File: config.mk
export PLATFORM = sky130hd
export DESIGN_NAME = wb_write_port
export DESIGN_NICKNAME = d
export VERILOG_FILES = /design/src/rtl/wb_write_port.sv
export SDC_FILE = /design/constraint.sdc
export NUM_CORES = 1
export LEC_CHECK = 0
export ABC_CLOCK_PERIOD_IN_PS = 4790
export BUFFER_PORTS_ARGS = -buffer_cell sky130_fd_sc_hd__buf_2
export CORE_MARGIN = 4
export CORE_UTILIZATION = 45
export DETAILED_ROUTE_END_ITERATION = 12
export GPL_ROUTABILITY_DRIVEN = 0
export PLACE_DENSITY = 0.69
export SLEW_MARGIN = 10
export SYNTH_ARGS = -nofsm -noshare
export SYNTH_HDL_FRONTEND = slang
export SYNTH_SLANG_ARGS = --single-unit
File: constraint.sdc
create_clock -name clk -period 4.79 [get_ports clk]
set_input_delay 1.437 -clock clk [delete_from_list [all_inputs] [get_ports clk]]
set_output_delay 1.437 -clock clk [all_outputs]
set_load 0.02 [all_outputs]
File: src/rtl/wb_write_port.sv
// Register-file write port: merges the never-stalled WB result with a queued multi-cycle unit stream.
// Defining WB_FWD_EN adds a decode-stage forwarding lookup over pending writes.
module wb_write_port #(
    parameter int DEPTH  = 4,
    parameter int DATA_W = 32
) (
    input  logic                    clk,
    input  logic                    rst,
    input  logic                    wbValid,
    input  logic [4:0]              wbReg,
    input  logic [DATA_W-1:0]       wbData,
    input  logic                    auxValid,
    output logic                    auxReady,
    input  logic [4:0]              auxReg,
    input  logic [DATA_W-1:0]       auxData,
    output logic                    wrEnable,
    output logic [4:0]              wrReg,
    output logic [DATA_W-1:0]       wrData,
    input  logic [4:0]              fwdReg1,
    input  logic [4:0]              fwdReg2,
    output logic                    fwdHit1,
    output logic                    fwdHit2,
    output logic [DATA_W-1:0]       fwdData1,
    output logic [DATA_W-1:0]       fwdData2,
    output logic [$clog2(DEPTH):0]  pendCount
);

    localparam int               PTR_W      = $clog2(DEPTH);
    localparam logic [PTR_W:0]   FULL_COUNT = (PTR_W+1)'(DEPTH);
    localparam logic [PTR_W:0]   COUNT_ONE  = (PTR_W+1)'(1);
    localparam logic [PTR_W-1:0] PTR_ONE    = PTR_W'(1);

    logic [4:0]        entryReg  [DEPTH];
    logic [DATA_W-1:0] entryData [DEPTH];
    logic [DEPTH-1:0]  entryValid;
    logic [DEPTH-1:0]  validNext;
    logic [PTR_W-1:0]  rdPtr;
    logic [PTR_W-1:0]  wrPtr;
    logic [PTR_W:0]    count;
    logic              wbWrite;
    logic              auxPush;
    logic              fifoPop;
    logic              headValid;

    // Writes to $0 are dropped at the door, so the queue never holds one.
    assign wbWrite   = wbValid && (wbReg != 5'd0);
    assign auxReady  = !rst && (count < FULL_COUNT);
    assign auxPush   = auxValid && auxReady && (auxReg != 5'd0);
    assign fifoPop   = !wbWrite && (count != '0);
    assign headValid = entryValid[rdPtr];
    assign pendCount = count;

    // A WB write is always younger than anything queued, including an entry landing on the same edge.
    always_comb begin
        validNext = entryValid;
        if (fifoPop) begin
            validNext[rdPtr] = 1'b0;
        end
        if (auxPush) begin
            validNext[wrPtr] = 1'b1;
        end
        for (int i = 0; i < DEPTH; i++) begin
            if (wbWrite) begin
                if (auxPush && (PTR_W'(i) == wrPtr)) begin
                    if (auxReg == wbReg) begin
                        validNext[i] = 1'b0;
                    end
                end else if (entryReg[i] == wbReg) begin
                    validNext[i] = 1'b0;
                end
            end
        end
    end

    always_ff @(posedge clk) begin
        if (auxPush) begin
            entryReg[wrPtr]  <= auxReg;
            entryData[wrPtr] <= auxData;
        end
    end

    // Cancelled heads still pop, but leave the previous address/data on the port.
    always_ff @(posedge clk) begin
        if (rst) begin
            rdPtr      <= '0;
            wrPtr      <= '0;
            count      <= '0;
            entryValid <= '0;
            wrEnable   <= 1'b0;
            wrReg      <= '0;
            wrData     <= '0;
        end else begin
            entryValid <= validNext;
            if (auxPush) begin
                wrPtr <= wrPtr + PTR_ONE;
            end
            if (fifoPop) begin
                rdPtr <= rdPtr + PTR_ONE;
            end
            if (auxPush && !fifoPop) begin
                count <= count + COUNT_ONE;
            end else if (fifoPop && !auxPush) begin
                count <= count - COUNT_ONE;
            end
            if (wbWrite) begin
                wrEnable <= 1'b1;
                wrReg    <= wbReg;
                wrData   <= wbData;
            end else if (fifoPop && headValid) begin
                wrEnable <= 1'b1;
                wrReg    <= entryReg[rdPtr];
                wrData   <= entryData[rdPtr];
            end else begin
                wrEnable <= 1'b0;
            end
        end
    end

`ifdef WB_FWD_EN
    // Scan oldest to youngest so the youngest match overrides; the output stage is oldest of all.
    function automatic logic [DATA_W:0] lookup(input logic [4:0] srcReg);
        logic [DATA_W:0]  result;
        logic [PTR_W-1:0] idx;
        result = '0;
        if (srcReg != 5'd0) begin
            if (wrEnable && (wrReg == srcReg)) begin
                result = {1'b1, wrData};
            end
            for (int i = 0; i < DEPTH; i++) begin
                idx = rdPtr + PTR_W'(i);
                if (entryValid[idx] && (entryReg[idx] == srcReg)) begin
                    result = {1'b1, entryData[idx]};
                end
            end
        end
        return result;
    endfunction

    always_comb begin
        {fwdHit1, fwdData1} = lookup(fwdReg1);
    end

    always_comb begin
        {fwdHit2, fwdData2} = lookup(fwdReg2);
    end
`else
    logic unusedFwd;
    assign unusedFwd = ^{fwdReg1, fwdReg2};
    assign fwdHit1   = 1'b0;
    assign fwdHit2   = 1'b0;
    assign fwdData1  = '0;
    assign fwdData2  = '0;
`endif

endmodule

==> out/qor.yml <==
critical_path:
  cp.arrival_ns: 1.99
  crit_chain: "buf_2 > nor2_1 > buf_2"
  timing.critical_path.from_type: "input pin"
  crit_path_max_fanout: 2
  path_buf_inv: 2
  slowest_delay_ns: 0.22
  worst_path_max_delay_cell: "nor2_1"
  wp_data_required_ns: 3.35
  path_class: "input pin to output port"
  critPathMostFrequentCell: "buf_2"
  delay_heaviest_family_cp: "buffers and inverters"
  critPathCaptureType: "output port"
clock_network:
  post_cts_buffers: 0
  post_cts_hold_buffer_count: 0
  clockBufferDepth: 2
  clkSlewWorstSetupHoldPaths_ns: 0.07
  clk_root_buffer_cell: "clkbuf_16"
  cts_resized: 0
  number_of_buffers_inserted_during_clock_tree_synthesis: 17
  worstSkewPairLatency_ns: 0.42
  tritoncts: "built"
  cts_sinks: 199
  cts-htree-levels: 4
worst_hold_path:
  holdCritPathClass: "register to register"
synthesis:
  synth_most_common_cell: "edfxtp_1"
  netlist_top_cells_count: "edfxtp_1, buf_4, dfxtp_1, nor2_1, mux4_2"
  synthesis.yosys.warnings: 0
  netlist_instances: 554
  avgSynthCellArea_um2: 15.3
  ys_types: 37
  synth_area_um2: 8500
  synth_enable_flop_cells: 148
  synth_largest_type_area_fraction: 0.523
  share_of_synthesized_area_occupied_by_flip_flops_and_latches: 0.643
  synth_area_leader_cell: "edfxtp_1"
  async_reset_ff_frac: 0
  synth.area.top_cells: "edfxtp_1, dfxtp_1, mux4_2, buf_4, o32ai_1"
  yosys_register_bits: 199
  synth_ff_type: "edfxtp_1"
floorplan:
  floorplan.core_area_um2: 18600
  boundaryPins: 196
  placement_rows: 50
  die_area_um2: 21200
  initial_utilization: 0.456
  die_height_um: 145
  die_w_um: 145
timing:
  rsz0062_at_grt: "no"
  finalCriticalPeriod_ns: 3.43
  fin_skew_ns: 0.00955
  clock.fmax_mhz: 292
  finalCritPeriodShare: 0.715
  worstMarginPinSlew_ns: 1.01
  hold_viol: 0
  setup_total_negative_slack_ns: 0
  finalMaxSlewViolations: 0
  finalSetupViolCount: 0
  maxSlewHeadroom: 0.327
  post-route-worst-setup-slack_ns: 1.36
placement:
  dpl.hpwl_um: 11300
  preCtsSetupSlack_ns: 1.08
  io_buffer_count: 119
job:
  cap_violations: 0
finish:
  nFillCells: 1543
  drive_gt1_frac: 0.321
  post-route-util: 0.518
  area_growth_pct: 13.5
  nets: 764
  multi_input_area_um2: 2560
  ff_latch_area_um2: 5470
global_routing:
  grt_pass1_wl_um: 26900
  grt_remaining_overflow: 0
  grt_start_max_net_pins: 50
  grt_antenna_before_repair: 3
  number_of_global_route_vias_before_repair: 4944
  grt_util_all_layers: 0.165
power_and_ir_drop:
  p_leak_nw: 3.53
  p_per_area_nw_per_um2: 454
  vdd_ir_drop_max_mv: 0.370
detailed_routing:
  remaining_drc_errors: 0
  detail_route.wl_per_cell_um: 19.1
  avgViaCountPerCell: 5.28
  antenna_violating_nets_post_route: 0
  vias: 4823
  drt_iter0_drc: 254
  first_pass_iters: 5
  postRouteWirelength_um: 17400
outcome:
  status: "finished, final reports clean"
worst reg2reg max path, delay by kind of cell (launching register included):
family / cells / cell delay, ns
xor+xnor: 1 / 0.18
fa+ha+maj: 2 / 0.64
buf+inv: 1 / 0.06
simple gates: 2 / 0.53
flops: 1 / 0.34
compound gates: 2 / 0.70
flip-flops by register name, summed over array words and instances (netlist names), named ones only:
register / count
entryValid: 4
wrEnable: 1
wrReg: 5
entryData: 128
entryReg: 20
wrData: 32
pendCount: 3
rdPtr: 2
wrPtr: 2
stage by stage:
| stage | std cells | power (mW) | hold WS [ns] | area (um2) |
|---|---|---|---|---|
| floorplan | 619 | 2.76 | 0.514 | 8740 |
| finish | 914 | 4.38 | 0.545 | 9650 |
| global placement | 881 | 2.93 | 0.526 | 9030 |
| global route | 913 | 4.58 | 0.557 | 9650 |
| detailed placement | 881 | 2.96 | 0.533 | 9030 |
| CTS | 913 | 4.43 | 0.542 | 9650 |
cells in the final DEF, fill, tap and decap left out, types with 3 or more instances in the layout:
| master | Yosys | routed |
|---|---|---|
| inv_6 | 0 | 5 |
| edfxtp_1 | 148 | 148 |
| or3_1 | 3 | 3 |
| inv_2 | 0 | 4 |
| inv_1 | 10 | 6 |
| nor3_1 | 34 | 34 |
| buf_4 | 71 | 10 |
| nand2b_1 | 5 | 5 |
| mux4_2 | 38 | 38 |
| dfxtp_1 | 51 | 49 |
| o32ai_2 | 9 | 9 |
| bufinv_16 | 0 | 3 |
| xnor2_1 | 16 | 16 |
| conb_1 | 1 | 66 |
| a221o_1 | 4 | 4 |
| nand2_1 | 8 | 8 |
| ha_1 | 9 | 9 |
| o21ai_0 | 6 | 6 |
| xor2_1 | 13 | 13 |
| o32ai_1 | 24 | 24 |
| buf_2 | 7 | 119 |
| nand3_1 | 4 | 4 |
| clkbuf_16 | 0 | 17 |
| o22ai_1 | 4 | 4 |
| mux2i_1 | 7 | 7 |
| nor4_1 | 4 | 4 |
| nor2_1 | 43 | 43 |
logic make-up (layout without fill, tap and decap cells):
family	Yosys count	in the layout	share of synthesized area
AND/OR/NAND/NOR	106	106	0.0580
XOR/XNOR	29	29	0.0299
flip-flops	199	199	0.643
adder cells (fa/ha/maj)	10	10	0.0156
AO/OA/AOI/OAI	53	53	0.0584
buffers and inverters	111	171	0.0858
multiplexers	45	45	0.109
other	1	67	0.000441
final timing paths:
path,start,endpoint,slack [ns],cells after the start
min,pendCount[2],pendCount[2],0.54,2
max,rst,auxReady,1.36,3
min reg2reg,pendCount[2],pendCount[2],0.54,2
max reg2reg,pendCount[2],pendCount[2],2.28,8
cell type report:
type | count | share of cell area
Sequential cell | 199 | 0.567
Multi-Input combinational cell | 309 | 0.266
Timing Repair Buffer | 129 | 0.0695
Clock buffer | 17 | 0.0441
Tap cell | 234 | 0.0303
Clock inverter | 15 | 0.0198
Inverter | 10 | 0.00389
Antenna cell | 1 | 0.000259
power by group:
part	internal [mW]	switching, mW	total, mW
logic	0.371	0.435	0.806
registers	1.98	0.120	2.10
clock network	0.838	0.640	1.48
total	3.19	1.20	4.38
routing by layer:
metal / track usage / share of wire
met1: 0.198 / 0.39
met2: 0.287 / 0.51
met3: 0.0536 / 0.076
met4: 0.0489 / 0.021
met5: 0 / 0.0020
Note: power is estimated with default switching activity, not from simulation.
